[src/rtl/button_conditioner_pkg.sv]
// Shared types and helpers for the button conditioner.
// Holds the per-channel debounce state encoding and the counter-width helper.
package button_conditioner_pkg;

  // Debounce FSM states: two stable levels, each with a confirmation wait.
  typedef enum logic [1:0] {
    S_LOW       = 2'd0,
    S_WAIT_HIGH = 2'd1,
    S_HIGH      = 2'd2,
    S_WAIT_LOW  = 2'd3
  } state_t;

  // Counter width able to hold every value 0..cycles.
  function automatic int cnt_width(input int cycles);
    return $clog2(cycles + 1);
  endfunction

endpackage

[src/rtl/debounce_channel.sv]
// One conditioner channel: STAGES-deep synchroniser followed by a debounce
// FSM with a confirmation counter. Produces a registered clean level plus
// one-cycle rise and fall pulses.
// Optional feature: define BUTTON_CONDITIONER_TOGGLE_EN to add a toggle bit
// that flips together with every rise pulse.
module debounce_channel
  import button_conditioner_pkg::*;
#(
  parameter int STAGES          = 2,
  parameter int DEBOUNCE_CYCLES = 1000000
) (
  input  logic clk,
  input  logic reset,
  input  logic raw,
`ifdef BUTTON_CONDITIONER_TOGGLE_EN
  output logic toggle,
`endif
  output logic level,
  output logic rise,
  output logic fall
);

  localparam int CNT_W = cnt_width(DEBOUNCE_CYCLES);
  // Last count value in a WAIT state; reaching it with a stable input
  // confirms the new level on the following edge.
  localparam logic [CNT_W-1:0] CNT_LAST = CNT_W'(DEBOUNCE_CYCLES - 1);
  localparam logic [CNT_W-1:0] CNT_ONE  = CNT_W'(1);

  logic [STAGES-1:0] sync_ff;
  logic              sync;
  state_t            state;
  logic [CNT_W-1:0]  count;

  // Synchroniser: raw enters stage 0, the last stage is the usable input.
  always_ff @(posedge clk or negedge reset) begin
    if (!reset) begin
      sync_ff <= '0;
    end else begin
      sync_ff <= {sync_ff[STAGES-2:0], raw};
    end
  end

  assign sync = sync_ff[STAGES-1];

  // Debounce FSM: level and pulses are registered and change on the same
  // edge as the state entering S_HIGH or S_LOW.
  always_ff @(posedge clk or negedge reset) begin
    if (!reset) begin
      state  <= S_LOW;
      count  <= '0;
      level  <= 1'b0;
      rise   <= 1'b0;
      fall   <= 1'b0;
`ifdef BUTTON_CONDITIONER_TOGGLE_EN
      toggle <= 1'b0;
`endif
    end else begin
      // Pulses are single-cycle unless a transition re-asserts them below.
      rise <= 1'b0;
      fall <= 1'b0;
      unique case (state)
        S_LOW: begin
          if (sync) begin
            state <= S_WAIT_HIGH;
            count <= '0;
          end
        end
        S_WAIT_HIGH: begin
          if (!sync) begin
            // Input fell back before confirmation: treat it as a bounce.
            state <= S_LOW;
            count <= '0;
          end else if (count == CNT_LAST) begin
            state <= S_HIGH;
            level <= 1'b1;
            rise  <= 1'b1;
`ifdef BUTTON_CONDITIONER_TOGGLE_EN
            toggle <= ~toggle;
`endif
          end else begin
            count <= count + CNT_ONE;
          end
        end
        S_HIGH: begin
          if (!sync) begin
            state <= S_WAIT_LOW;
            count <= '0;
          end
        end
        S_WAIT_LOW: begin
          if (sync) begin
            // Input returned high before confirmation: treat it as a bounce.
            state <= S_HIGH;
            count <= '0;
          end else if (count == CNT_LAST) begin
            state <= S_LOW;
            level <= 1'b0;
            fall  <= 1'b1;
          end else begin
            count <= count + CNT_ONE;
          end
        end
        default: begin
          state <= S_LOW;
          count <= '0;
        end
      endcase
    end
  end

endmodule

[src/rtl/button_conditioner.sv]
// Multi-channel input conditioner for joystick and push-button pins.
// Every channel is an independent debounce_channel; there is no arbitration
// between channels, so simultaneous events are handled in parallel.
// Optional feature: define BUTTON_CONDITIONER_TOGGLE_EN to add the toggle
// output (one bit per channel, flips with each rise pulse).
module button_conditioner
  import button_conditioner_pkg::*;
#(
  parameter int CHANNELS        = 5,
  parameter int STAGES          = 2,
  parameter int DEBOUNCE_CYCLES = 1000000
) (
  input  logic                clk,
  input  logic                reset,
  input  logic [CHANNELS-1:0] raw_in,
`ifdef BUTTON_CONDITIONER_TOGGLE_EN
  output logic [CHANNELS-1:0] toggle,
`endif
  output logic [CHANNELS-1:0] level,
  output logic [CHANNELS-1:0] rise,
  output logic [CHANNELS-1:0] fall
);

  // One conditioner per input pin.
  for (genvar g = 0; g < CHANNELS; g++) begin : g_chan
    debounce_channel #(
      .STAGES          (STAGES),
      .DEBOUNCE_CYCLES (DEBOUNCE_CYCLES)
    ) u_chan (
      .clk    (clk),
      .reset  (reset),
      .raw    (raw_in[g]),
`ifdef BUTTON_CONDITIONER_TOGGLE_EN
      .toggle (toggle[g]),
`endif
      .level  (level[g]),
      .rise   (rise[g]),
      .fall   (fall[g])
    );
  end

endmodule

[config.mk]
export PLATFORM = sky130hd
export DESIGN_NAME = button_conditioner
export DESIGN_NICKNAME = d
export VERILOG_FILES = /design/src/rtl/button_conditioner_pkg.sv /design/src/rtl/debounce_channel.sv /design/src/rtl/button_conditioner.sv
export SDC_FILE = /design/constraint.sdc
export NUM_CORES = 1
export LEC_CHECK = 0
export CORE_MARGIN = 2
export CORE_UTILIZATION = 41
export CTS_BUF_LIST = sky130_fd_sc_hd__clkbuf_8
export CTS_CLUSTER_SIZE = 16
export DETAILED_ROUTE_END_ITERATION = 6
export DONT_BUFFER_PORTS = 1
export GPL_ROUTABILITY_DRIVEN = 0
export GPL_TIMING_DRIVEN = 0
export SLEW_MARGIN = 20
export SYNTH_ARGS = -nofsm -noshare
export SYNTH_HDL_FRONTEND = slang
export SYNTH_SLANG_ARGS = --single-unit
[constraint.sdc]
create_clock -name clk -period 2.29 [get_ports clk]
set_input_delay 0.687 -clock clk [delete_from_list [all_inputs] [get_ports clk]]
set_output_delay 0.687 -clock clk [all_outputs]
set_load 0.005 [all_outputs]
### Yosys cells after proc, flatten, opt, wreduce, memory -nomap -nowiden

Index checks and enable logic that the tools add are counted.

* logic and storage cells: 235
* output and inout port bits: 15
* register bits after elaboration: 135

* muxes and demuxes: 115
* $add $sub $neg: 5
* equal/unequal tests: 60
* reduce and logical (&&, ||, !) cells: 25

Operator list (number)
* $mux W20: 25
* $pmux W20 S4: 5
* $add A20 B1 Y20 const B: 5
* $eq A20 B20 Y1 const B: 5
* $mux W2: 30
* $mux W1: 45
* $ne A2 B1 Y1 const B: 20
* $pmux W2 S4: 5
* $reduce_and A5 Y1: 5
* $eq A2 B2 Y1 const B: 10
* $ne A2 B2 Y1 const B: 10
* $reduce_and A4 Y1: 5
* $ne A3 B1 Y1 const B: 5
* $ne A3 B3 Y1 const B: 5
* $eq A2 B1 Y1 const B: 5
* $logic_not A2 Y1: 5
* $pmux W1 S2: 5
* $reduce_and A2 Y1: 5
* $reduce_bool A2 Y1: 5

### Logic depth before layout (Yosys ltp)

* depth in word-level cells: 4
* depth in mapped cells: 7
* gate-level depth less buffers: 6

### Hierarchy

Synthesis repeated with hierarchy kept, for this count alone.

* cells, all modules: 788
* area total of the unflattened synthesis: 7365.8 um^2

Modules (own cells, without submodules)
* debounce_channel at g_chan[0].u_chan ...: cells an instance 158, seq. area each 675.6 um^2, area an instance 1465.2 um^2, times used 4
* debounce_channel at g_chan[4].u_chan: cells an instance 156, seq. area each 675.6 um^2, area an instance 1505.2 um^2, times used 1

### Worst setup path before layout

OpenSTA, ideal clock, no wires.

* path kind: register -> register
* from: register g_chan[0].u_chan.count[6]
* to: register g_chan[0].u_chan.level
* required time: 2166 ps
* arrival time: 1795 ps
* setup slack: 371 ps
* stages on the path, launching flop included: 6
* cell sequence: dfrtp_1 > nor4b_4 > nand4_2 > or4_1 > buf_2 > a211o_1

* cells in the longest elaborated chain, start to end: 3
* elaborated cells on any way between the ends: 4
* classes of those cells: eq/ne: 3; reduce/logical: 1

RTL lines
* start, declared: RTL line debounce_channel.sv:32 `logic [CNT_W-1:0] count;`
* start signal, assigned: RTL line debounce_channel.sv:81 `count <= count + CNT_ONE;`
* start signal, assigned: RTL line debounce_channel.sv:100 `count <= count + CNT_ONE;`
* $eq A20 B20 Y1 (*): RTL line debounce_channel.sv:73, debounce_channel.sv:95
* $ne A2 B1 Y1 (no source line)
* $reduce_and A5 Y1 (no source line) (*)
* end signal, assigned: RTL line debounce_channel.sv:51 `level <= 1'b0;`
* end signal, assigned: RTL line debounce_channel.sv:75 `level <= 1'b1;`
* end signal, assigned: RTL line debounce_channel.sv:97 `level <= 1'b0;`
* end, declared: RTL line debounce_channel.sv:18 `output logic level,`

Every way passes the cells marked *; elsewhere a longest branch is shown, timed or not.
A chain may end at the register's enable or synchronous reset.

### Final worst setup path

* from: register g_chan[1].u_chan.count[0]
* to: register g_chan[1].u_chan.level

* cells in the longest elaborated chain, start to end: 3
* elaborated cells on any way between the ends: 4
* classes of those cells: eq/ne: 3; reduce/logical: 1

RTL lines (RTL line)
* start, declared: debounce_channel.sv:32
* start signal, assigned: debounce_channel.sv:81
* start signal, assigned: debounce_channel.sv:100
* $eq A20 B20 Y1 (*): debounce_channel.sv:73, debounce_channel.sv:95
* $ne A2 B1 Y1 (no source line)
* $reduce_and A5 Y1 (no source line) (*)
* end signal, assigned: debounce_channel.sv:51
* end signal, assigned: debounce_channel.sv:75
* end signal, assigned: debounce_channel.sv:97
* end, declared: debounce_channel.sv:18

Marks and branches as above.

==> impl_metrics.tcl <==
set metrics [dict create \
    cts_tree "yes" \
    setup_tns_ns 0 \
    reg2regPathDepth 6 \
    p_seq_share_pct 51.9 \
    ir_drop_mv 0.368 \
    synth_simple_gate_area_share_pct 25.1 \
    yosys_warnings 0 \
    hold_slack_ns -0.0604 \
    final_nets 778 \
    clock_latency_ns 0.44 \
    ios 22 \
    place_area_um2 7340 \
    intPower_mw 3.58 \
    stdcell_area_um2 7820 \
    status "finished, violations left" \
    cellLeakagePower_nw 3.16 \
    synth_cell_types 61 \
    die_height_um 135 \
    wl_um 14800 \
    grt_max_degree 136 \
    synth-xor-area-share_pct 7.90 \
    finalSetupViolCount 0 \
    wl_met3_um 622 \
    grt_setup_unrepaired "false" \
    rows 47 \
    die_area_um2 18300 \
    maxCapViolations 0 \
    clock_path_buffers 2 \
    async_flop_share_pct 100 \
    ys_seq_area_share_pct 47.8 \
    arrival_ns 2.49 \
    synth_compound_area_share_pct 12.6 \
    area_growth_pct 10.7 \
    core_area_um2 16700 \
    synth_fp_nets 757 \
    finalPower_mw 4.71 \
    grt-ovfl-total 0 \
    synthMuxAreaShare_pct 1.65 \
    clkPwrFrac_pct 44.1 \
    hpwl_um 10000 \
    start_util_pct 42.3 \
    ant_nets 0 \
    hp-class "primary input to asynchronous set/reset pin" \
    grt_pass1_vias 5326 \
    synth_flop_cell "dfrtp_1" \
    stdcell_count 999 \
    startpoint_type "flop" \
    rr_startpoint "g_chan[1].u_chan.count[0]$_DFFE_PN0P_" \
    cts_sinks 135 \
    min_period_ns 2.12 \
    met2RoutedLength_um 6980 \
    period_share_pct 92.5 \
    die_w_um 135 \
    syn_area_um2 7070 \
    wl_per_cell_um 14.9 \
    numCtsBuffers 17 \
    port-buffer-count 0 \
    relSlewSlack_pct 52.8 \
    drc_errors 0 \
    skew_ns 0.00981 \
    vias 5704 \
    wl_met1_um 7140 \
    first_iter_violations 427 \
    finalHoldViolations 135 \
    cp-end-kind "flop" \
    clk_pin_slew_worst_paths_ns 0.08 \
    synth_enable_flop_cells 0 \
    highest-signal-layer "met4" \
    grtUsageTotal_pct 17.2 \
    p_switching_mw 1.13 \
    clock.fmax_mhz 472 \
    mostFrequentLayoutCell "dfrtp_1" \
    layout-drive-gt1-share_pct 10.4 \
    p_per_area_nw_per_um2 602 \
    antenna_found_initial 0 \
    regToRegSetupSlack_ns 0.17 \
    antenna_cells 0 \
    synth_area_leaders "dfrtp_1 48%, xor2_1 5.0%, nand2_1 4.3%, nand3_1 3.3%, nor2_1 3.1%" \
    placed_cells 965 \
    violations "negative hold slack" \
    swShare_pct 24.0 \
    power.combinational.fraction_pct 4.0 \
    layout_common_cells "135 x dfrtp_1, 81 x nand2_1, 59 x nor2_1" \
    crit_fanout 9 \
    yosys.area.top_type_share_pct 47.8 \
    critPathKind "flop to flop" \
    synth_cells 745 \
    viasPerCell 5.71 \
    yosysTopAreaCell "dfrtp_1" \
    avgSynthCellArea_um2 9.48 \
    synth_fa_ha_area_share_pct 0.885 \
    first_pass_iters 6 \
    cp.required_ns 2.66 \
    maxSlewViolCount 0 \
    h-tree-depth 4 \
    fill_cells 1616 \
    synth_top_family_by_area "simple AND/OR/NAND/NOR gates" \
    synth-seq-cells 135 \
    grt_first_pass_wirelength_um 25500 \
    worst_pin_slew_ns 0.703 \
    cts-root-buf "clkbuf_8" \
    r2r-end "g_chan[1].u_chan.level$_DFFE_PN0P_" \
]
==> metrics by stage <==
stage               util, %  hold slack, ns  setup slack [ns]
floorplan                 -           0.331             0.371
global placement       44.0           0.334             0.129
detailed placement     44.0           0.337            0.0784
CTS                    46.5         -0.0976            0.0587
global route           46.8          -0.110            0.0329
finish                 46.8         -0.0604             0.172
==> state kept, by name, summed over array words and instances (netlist names), named ones only <==
register,cells
g_chan.u_chan.count,100
g_chan.u_chan.sync_ff,10
g_chan.u_chan.fall,5
g_chan.u_chan.level,5
g_chan.u_chan.rise,5
g_chan.u_chan.state,5
==> cell usage after synthesis, types with 18 or more instances <==
master,number
o21ai_0,41
xor2_1,40
nand4_1,34
dfrtp_1,135
o22ai_1,25
nand3_1,46
or3_1,18
nand2_1,81
clkbuf_1,21
nor2_1,59
xnor2_1,20
a21oi_1,28
==> power groups by stage <==
stage	Clock (mW)	Combinational, mW	Sequential, mW
floorplan	0	0.142	2.48
global placement	0	0.184	2.49
detailed placement	0	0.187	2.49
CTS	2.15	0.188	2.44
global route	2.26	0.217	2.45
finish	2.07	0.190	2.44
==> logic make-up (layout without fill, tap and decap cells) <==
family | count (synthesis) | after routing
compound gates | 144 | 144
simple gates | 331 | 331
xor+xnor | 62 | 62
buf+inv | 57 | 91
mux | 11 | 11
fa+ha+maj | 5 | 5
flops | 135 | 135
==> critical path: stages (launching register included) <==
cell and delay (ns):
dfrtp_1 0.43, ha_1 0.18, and3_1 0.26, nand3_2 0.23, or4_4 0.61, nor3b_2 0.22
nand3b_1 0.13
==> worst max-delay path by stage <==
stage | startpoint | to | slack (ns) | cells past startpoint
floorplan | g_chan[0].u_chan.count[6]$_DFFE_PN0P_ | g_chan[0].u_chan.level$_DFFE_PN0P_ | 0.37 | 5
global placement | g_chan[0].u_chan.count[8]$_DFFE_PN0P_ | g_chan[0].u_chan.count[0]$_DFFE_PN0P_ | 0.13 | 6
detailed placement | g_chan[0].u_chan.count[8]$_DFFE_PN0P_ | g_chan[0].u_chan.count[6]$_DFFE_PN0P_ | 0.08 | 6
CTS | g_chan[0].u_chan.count[8]$_DFFE_PN0P_ | g_chan[0].u_chan.count[6]$_DFFE_PN0P_ | 0.06 | 6
global route | g_chan[0].u_chan.count[6]$_DFFE_PN0P_ | g_chan[0].u_chan.level$_DFFE_PN0P_ | 0.03 | 6
finish | g_chan[1].u_chan.count[0]$_DFFE_PN0P_ | g_chan[1].u_chan.level$_DFFE_PN0P_ | 0.17 | 6
==> layout make-up <==
class | count | area [um2] | share of cell area, %
plain buffers | 42 | 230 | 2.94
clock buffers | 18 | 248 | 3.17
clock inverters | 14 | 174 | 2.22
inverters | 15 | 56.3 | 0.720
multi-input cells | 553 | 3440 | 44.0
flip-flops and latches | 135 | 3380 | 43.2
well taps | 220 | 275 | 3.52
repair buffers | 2 | 15.0 | 0.192
==> timing repair <==
item / 4_1_cts / 5_1_grt
endpoints found under the hold margin: 135 / 135
buffers inserted: 0 / 2
setup endpoints to repair: 0 / 26
gates resized for setup: 0 / 7
==> routing by layer <==
metal | global-route usage (%) | vias up
met4 | 4.98 | 0
met1 | 24.6 | 2809
li1 | - | 2762
met2 | 25.7 | 126
met5 | 0 | -
met3 | 4.45 | 7
(Power assumes the default switching activity.)
